File: src/rtl/mem_arb_pkg.sv
// Shared encodings for the CPU/DMA memory arbiter: FSM states, read-owner tags
// and the default DMA burst limit.
package mem_arb_pkg;

    localparam int unsigned DMA_MAX_BURST_DEF = 4;
    localparam int unsigned BURST_W           = 4;

    localparam logic [1:0] ST_IDLE = 2'd0;
    localparam logic [1:0] ST_CPU  = 2'd1;
    localparam logic [1:0] ST_DMA  = 2'd2;

    localparam logic [1:0] TAG_NONE = 2'd0;
    localparam logic [1:0] TAG_CPU  = 2'd1;
    localparam logic [1:0] TAG_DMA  = 2'd2;

    // Owner of the read data that returns one cycle after an access in this state.
    function automatic logic [1:0] read_tag(input logic [1:0] state, input logic we);
        logic [1:0] tag;
        tag = TAG_NONE;
        if (!we) begin
            if (state == ST_CPU) tag = TAG_CPU;
            else if (state == ST_DMA) tag = TAG_DMA;
        end
        return tag;
    endfunction

endpackage

File: src/rtl/arb_burst_counter.sv
// Saturating count of consecutive DMA grants; cleared whenever the bus goes
// to the CPU or idles.
module arb_burst_counter
    import mem_arb_pkg::*;
#(
    parameter int unsigned MAX_COUNT = DMA_MAX_BURST_DEF
) (
    input  logic               clk,
    input  logic               reset,
    input  logic               inc,
    input  logic               clr,
    output logic [BURST_W-1:0] cnt
);

    localparam logic [BURST_W-1:0] MAX_CNT = BURST_W'(MAX_COUNT);

    logic [BURST_W-1:0] cnt_q;
    logic [BURST_W-1:0] cnt_d;

    always_comb begin
        cnt_d = cnt_q;
        if (clr) begin
            cnt_d = '0;
        end else if (inc && (cnt_q != MAX_CNT)) begin
            cnt_d = cnt_q + 1'b1;
        end
    end

    always_ff @(posedge clk) begin
        if (reset) begin
            cnt_q <= '0;
        end else begin
            cnt_q <= cnt_d;
        end
    end

    assign cnt = cnt_q;

endmodule

File: src/rtl/mem_arbiter.sv
// Two-requester (CPU, DMA) single-port memory arbiter with 1-cycle grant
// latency, DMA priority bounded by DMA_MAX_BURST, and tagged read return.
//
// state    | meaning
// ST_IDLE  | no owner, memory write strobe low, address/data held
// ST_CPU   | CPU access is on the memory bus this cycle
// ST_DMA   | DMA access is on the memory bus this cycle
module mem_arbiter
    import mem_arb_pkg::*;
#(
    parameter int unsigned DMA_MAX_BURST = DMA_MAX_BURST_DEF
) (
    input  logic        clk,
    input  logic        reset,
    input  logic        cpu_req,
    input  logic        cpu_we,
    input  logic [15:0] cpu_addr,
    input  logic [7:0]  cpu_wr_data,
    output logic        cpu_gnt,
    output logic        cpu_rd_valid,
    output logic [7:0]  cpu_rd_data,
    input  logic        dma_req,
    input  logic        dma_we,
    input  logic [15:0] dma_addr,
    input  logic [7:0]  dma_wr_data,
    output logic        dma_gnt,
    output logic        dma_rd_valid,
    output logic [7:0]  dma_rd_data,
    output logic [15:0] mem_addr,
    output logic        mem_we,
    output logic [7:0]  mem_wr_data,
    input  logic [7:0]  mem_rd_data
);

    localparam logic [BURST_W-1:0] MAX_CNT = BURST_W'(DMA_MAX_BURST);

    logic [1:0]         state_q, state_d;
    logic [15:0]        mem_addr_q, mem_addr_d;
    logic               mem_we_q, mem_we_d;
    logic [7:0]         mem_wr_data_q, mem_wr_data_d;
    logic [1:0]         rd_tag_q, rd_tag_d;
    logic [BURST_W-1:0] burst_cnt;
    logic               burst_inc;

    always_comb begin
        state_d = ST_IDLE;
        if (cpu_req && dma_req) begin
            state_d = (burst_cnt == MAX_CNT) ? ST_CPU : ST_DMA;
        end else if (dma_req) begin
            state_d = ST_DMA;
        end else if (cpu_req) begin
            state_d = ST_CPU;
        end
    end

    assign burst_inc = (state_d == ST_DMA);

    arb_burst_counter #(
        .MAX_COUNT (DMA_MAX_BURST)
    ) u_burst_counter (
        .clk   (clk),
        .reset (reset),
        .inc   (burst_inc),
        .clr   (!burst_inc),
        .cnt   (burst_cnt)
    );

    always_comb begin
        mem_addr_d    = mem_addr_q;
        mem_wr_data_d = mem_wr_data_q;
        mem_we_d      = 1'b0;
        if (state_d == ST_CPU) begin
            mem_addr_d    = cpu_addr;
            mem_wr_data_d = cpu_wr_data;
            mem_we_d      = cpu_we;
        end else if (state_d == ST_DMA) begin
            mem_addr_d    = dma_addr;
            mem_wr_data_d = dma_wr_data;
            mem_we_d      = dma_we;
        end
    end

    // Tag follows the access currently on the bus, so a read issued just before
    // an owner switch still returns to its original requester.
    assign rd_tag_d = read_tag(state_q, mem_we_q);

    always_ff @(posedge clk) begin
        if (reset) begin
            state_q       <= ST_IDLE;
            mem_addr_q    <= 16'h0000;
            mem_we_q      <= 1'b0;
            mem_wr_data_q <= 8'h00;
            rd_tag_q      <= TAG_NONE;
        end else begin
            state_q       <= state_d;
            mem_addr_q    <= mem_addr_d;
            mem_we_q      <= mem_we_d;
            mem_wr_data_q <= mem_wr_data_d;
            rd_tag_q      <= rd_tag_d;
        end
    end

    // Outputs are forced to idle values in any cycle reset is high, which also
    // suppresses an in-flight read return or pending write strobe immediately.
    assign cpu_gnt      = !reset && (state_q == ST_CPU);
    assign dma_gnt      = !reset && (state_q == ST_DMA);
    assign mem_we       = !reset && mem_we_q;
    assign mem_addr     = reset ? 16'h0000 : mem_addr_q;
    assign mem_wr_data  = reset ? 8'h00 : mem_wr_data_q;
    assign cpu_rd_valid = !reset && (rd_tag_q == TAG_CPU);
    assign dma_rd_valid = !reset && (rd_tag_q == TAG_DMA);
    assign cpu_rd_data  = mem_rd_data;
    assign dma_rd_data  = mem_rd_data;

endmodule

File: config.mk
export PLATFORM = sky130hd
export DESIGN_NAME = mem_arbiter
export DESIGN_NICKNAME = d
export VERILOG_FILES = /design/src/rtl/mem_arb_pkg.sv /design/src/rtl/arb_burst_counter.sv /design/src/rtl/mem_arbiter.sv
export SDC_FILE = /design/constraint.sdc
export NUM_CORES = 1
export LEC_CHECK = 0
export CELL_PAD_IN_SITES_DETAIL_PLACEMENT = 0
export CELL_PAD_IN_SITES_GLOBAL_PLACEMENT = 1
export CORE_ASPECT_RATIO = 0.7
export CORE_UTILIZATION = 34
export CTS_CLUSTER_DIAMETER = 60
export DETAILED_ROUTE_END_ITERATION = 10
export GPL_ROUTABILITY_DRIVEN = 0
export PLACE_DENSITY = 0.92
export SLEW_MARGIN = 25
export SYNTH_ARGS = -nofsm -noshare
export SYNTH_HDL_FRONTEND = slang
export SYNTH_HIERARCHICAL = 1
export SYNTH_SLANG_ARGS = --single-unit
File: constraint.sdc
create_clock -name clk -period 2.79 [get_ports clk]
set_clock_uncertainty 0.2 [all_clocks]
set_input_delay 0.558 -clock clk [delete_from_list [all_inputs] [get_ports clk]]
set_output_delay 0.558 -clock clk [all_outputs]
set_load 0.02 [all_outputs]
* Word level (Yosys, flattened, before mapping)
Index checks and enable logic that the tools add are counted.
** Operators by class
- $add $sub $neg :: 1
- Equal/unequal tests :: 8
- Mux-type cells :: 14
- Bitwise logic cells :: 1
- Reduce and logical (&&, ||, !) cells :: 12
** Operators with widths (count)
- 16-bit 2-to-1 mux :: 3
- 8-bit 2-to-1 mux :: 3
- 2-bit 2-to-1 mux :: 4
- 1-bit logical AND :: 7
- 2-bit by 1-bit == test with 1-bit output (second input constant) :: 3
- 2-bit == test (second input constant) :: 3
- 4-bit by 1-bit adder with 4-bit output (second input constant) :: 1
- 4-bit by 3-bit == test with 1-bit output (second input constant) :: 1
- 1-bit 2-to-1 mux :: 4
- 4-bit by 3-bit inequality test with 1-bit output (second input constant) :: 1
- 2-bit OR reduction :: 2
- 3-bit OR reduction :: 1
- 2-bit nonzero test :: 1
- 1-bit zero test :: 1
- 1-bit NOT :: 1
** Storage, ports and cells
- Register bits :: 33
- Output and inout port bits :: 45
- Word-level logic and storage cells :: 43

* Longest topological paths before layout
- Depth after elaboration :: 6
- Mapped depth :: 6
- Depth with buffers taken out :: 5

* Hierarchy
Netlist, hierarchy kept.
** Modules (own cells, without submodules)
- mem_arbiter :: instances 1, cells an instance 256, area an instance 2308.5 um^2, sequential area each 580.6 um^2
- arb_burst_counter :: instances 1, cells an instance 26, area an instance 221.5 um^2, sequential area each 80.1 um^2

* Worst setup path before layout
OpenSTA, ideal clock, no wires.
- Kind :: input-to-output
- Start :: input reset
- End :: output cpu_rd_valid
- Arrival time :: 1.470 ns
- Path slack :: 0.562 ns
- Stages :: 3
- Buffers on the path :: 2
- Path through :: buf_2 -> buf_1 -> nor3b_1
** On the way
- Word-level cells in the longest chain between the ends :: 2
** Ends and longest elaborated chain
- start: declaration :: RTL line mem_arbiter.sv:14 : input logic reset,
- 1-bit zero test :: RTL line mem_arbiter.sv:110 : assign cpu_rd_valid = !reset && (rd_tag_q == TAG_CPU);
- 1-bit logical AND :: RTL line mem_arbiter.sv:110
- end: declaration :: RTL line mem_arbiter.sv:20 : output logic cpu_rd_valid,
No other way between the ends.

* Final worst setup path
- Start :: input reset
- End :: output mem_wr_data[5]
** On the way
- Word-level cells in the longest chain between the ends :: 1
** Ends and longest elaborated chain
- 8-bit 2-to-1 mux :: RTL line mem_arbiter.sv:109 : assign mem_wr_data = reset ? 8'h00 : mem_wr_data_q;
- end: declaration :: RTL line mem_arbiter.sv:31 : output logic [7:0] mem_wr_data,
No other way between the ends.

==> results.md <==
| Stage | Parameter | Value |
| --- | --- | --- |
| die | Std-Cell Rows | 25 |
| final layout | Most common library cell in the layout ignoring fill and taps | clkdlybuf4s50_1 |
| routing | Number of detailed-routing iterations run before antenna repair | 4 |
| global routing | Global-route total usage across every layer | 17.0% |
| die | Area inside the core boundary | 6980 um2 |
| global routing | Number of antenna violations at the first check in global routing | 0 |
| final layout | Final instance count without filler cells | 437 |
| global routing | Largest net degree at the start of global routing | 34 |
| routing | Final WL | 6210 um |
| global routing | Remaining Overflow, GRT | 0 |
| yosys | Netlist cell types | 37 |
| critical path | Category of the worst setup path launch point | primary input |
| routing | Final routed DRC violation total | 0 |
| final layout | Commonest non-fill, non-tap cells in the layout | 79 x clkdlybuf4s50_1, 49 x nand2b_1, 33 x dfxtp_1, 27 x nor2b_1 |
| clock network | CTS tree | done |
| final layout | Share of final-layout standard cells stronger than drive strength 1 | 18.7% |
| die | X dimension of the die | 105 um |
| yosys | Gate count of the mapped netlist | 282 |
| placed design | Port Buf Inserts | 82 |
| final layout | Filler cell count | 659 |
| yosys | Yosys top cell by area | dfxtp_1 |
| sta | Final max-slew violation count | 0 |
| yosys | Share of synthesized area occupied by flip-flops and latches | 26.1% |
| placed design | Placed Instances | 429 |
| pwr | Maximum ir drop on the vdd rail | 0.178 mV |
| critical path | Critical path type | primary input to output port |
| yosys | Largest cells by area after synthesis | dfxtp_1 26%, nand2b_1 12%, mux2i_1 9.5% |
| global routing | Global-route wire length before repair | 10600 um |
| clock network | Post-cts repair resize count | 0 |
| sta | Share of the clock period used by the worst path after layout | 89.8% |
| routing | Detailed Route Iter0 Violations | 46 |
| outcome | Status | complete, no violations |
| clock network | Clk slew on worst S/H paths | 0.07 ns |
| sta | Worst slew margin relative to its limit | 70.1% |
| yosys | Syn nets | 346 |
| final layout | Final Net Count | 406 |
| sta | Time the final worst path needs with I/O delays and setup | 2.50 ns |
| routing | Avg Vias per Cell | 4.92 |
| global routing | Number of global-route vias before repair | 2227 |
| yosys | Number of synthesized register bits | 33 |
| sta | Transition time at the pin with the least slew margin | 0.449 ns |
| die | Die span in y | 74.2 um |
| pwr | LEAKAGE | 0.00121 uW |
| yosys | Mapped Area | 2530 um2 |
| sta | Number of failing setup endpoints in the final timing report | 0 |
| clock network | Number of setup buffers added after CTS | 0 |
| yosys | YS warnings | 6 |
| sta | Setup repair after global routing missed its margin | no |
| pwr | Power Dens Cells | 372 nW/um2 |
| clock network | Clock Root Buffer | clkbuf_8 |
| die | Ports placed on the boundary | 107 |
| placed design | Detailed Place HPWL | 4540 um |
| clock network | Max Root-Sink Buffers | 2 |
| job | Max Cap Violations | 0 |
| routing | Average wire per standard cell | 14.2 um |
| yosys | Post-synthesis average cell area | 8.97 um2 |
| sta | Number of endpoints with negative hold slack in the final report | 0 |
| final layout | Antenna fix cells | 0 |
| clock network | Clock network latency to the later pin of the worst-skew pair | 0.28 ns |
| critical path | Worst EP arrival | 1.75 ns |
| final layout | Layout Utilization | 48.6% |
| clock network | TritonCTS Buffers | 5 |
| sta | Sum of negative setup slack | 0 ns |
| critical path | Critical path capture point type | output port |
| critical path | Highest fanout seen on the critical path | 19 |
| pwr | Post-route total power | 1260 uW |
| routing | Total number of vias | 2149 |
| sta | Maximum clock frequency | 399 MHz |
| critical path | Endpoint required time on the critical path | 2.03 ns |
| hold path | Min-Delay Path Class | flop to flop |
| clock network | Clock sinks | 33 |
| die | Starting density of the core | 36.3% |
| clock network | Total of hold buffers inserted after clock tree synthesis | 0 |
| routing | Remaining antenna violation count after routing | 0 |
| die | DIE AREA | 7800 um2 |
| yosys | Share of the synthesized area in the top cell type | 26.1% |
| final layout | Syn-to-layout area delta | 33.9% |
| clock network | H-tree lvl count | 2 |
metrics by stage:
stage               instance area, um2  setup WS [ns]  hold WS [ns]
floorplan                         2530          0.562         0.207
global placement                  3290          0.347         0.224
detailed placement                3290          0.300         0.242
CTS                               3390          0.281         0.251
global route                      3390          0.228         0.269
finish                            3390          0.286         0.246
where the power goes:
| group | switching, uW | leakage [uW] | internal [uW] |
|---|---|---|---|
| registers | 15.2 | 0.000273 | 502 |
| logic | 152 | 0.000881 | 197 |
| clock network | 172 | 0.0000542 | 223 |
sequential cells by signal, indices dropped and copies added (netlist names):
signal	count
mem_addr_q	16
mem_we_q	1
mem_wr_data_q	8
rd_tag_q	2
state_q	2
u_burst_counter/cnt	4
worst paths after layout:
kind / start / end / slack [ns] / cells past startpoint
setup / recovery: reset / mem_wr_data[5] / 0.29 / 4
hold / removal: mem_we_q$_SDFF_PP0_ / rd_tag_q[1]$_SDFF_PP0_ / 0.25 / 1
setup reg to reg: u_burst_counter/cnt[2]$_SDFFE_PP0P_ / mem_addr_q[8]$_SDFFE_PP0P_ / 0.98 / 4
hold reg to reg: mem_we_q$_SDFF_PP0_ / rd_tag_q[1]$_SDFF_PP0_ / 0.25 / 1
critical path, cell delays in order:
cell             delay (ns)
buf_2                  0.16
buf_4                  0.23
nor2b_1                0.16
clkdlybuf4s50_1        0.62
routing by layer:
metal / track usage, % / part of all wire (%) / vias to the layer above
li1: - / - / 1080
met1: 21.9 / 48 / 1000
met2: 29.1 / 46 / 65
met3: 4.47 / 5.8 / 4
met4: 3.91 / 0.53 / 0
met5: 0 / 0 / -
kinds of logic after synthesis:
group / share of synthesized area, %
AO/OA/AOI/OAI: 9.25
multiplexers: 20.2
buffers and inverters: 11.3
adder cells (fa/ha/maj): 0.989
flip-flops: 26.1
AND/OR/NAND/NOR: 32.2
final cells by class:
type	count	area (um2)	share of cell area [%]
Clock inverter	1	5.00	0.148
Multi-Input combinational cell	204	1590	47.0
Timing Repair Buffer	92	893	26.4
Clock buffer	7	96.3	2.84
Inverter	6	22.5	0.665
Tap cell	94	118	3.47
Sequential cell	33	661	19.5
Yosys cell counts:
cell type  count
nor3_2        20
buf_6          1
nand4_1        1
nand2b_1      49
o22ai_1       24
nor3b_1        4
buf_2         10
nand3_1        2
a21boi_1       2
nor2_1         2
o21ai_0        2
o21ba_1        1
nor3_1         4
buf_1          3
mux2i_1       24
inv_1          4
nor2b_1       27
nand2_1        3
nand3b_1       1
ha_1           2
a21oi_1        3
or4b_1         1
a21boi_0       2
clkinv_1       1
buf_12         2
mux2_1         3
buf_4         17
a211oi_1       1
inv_2          1
mux2_2        21
dfxtp_1       33
and3b_1        1
o2111a_1       1
clkbuf_1       6
nor4_1         1
nor4b_2        1
or3_1          1
Note: power is estimated with default switching activity, not from simulation.
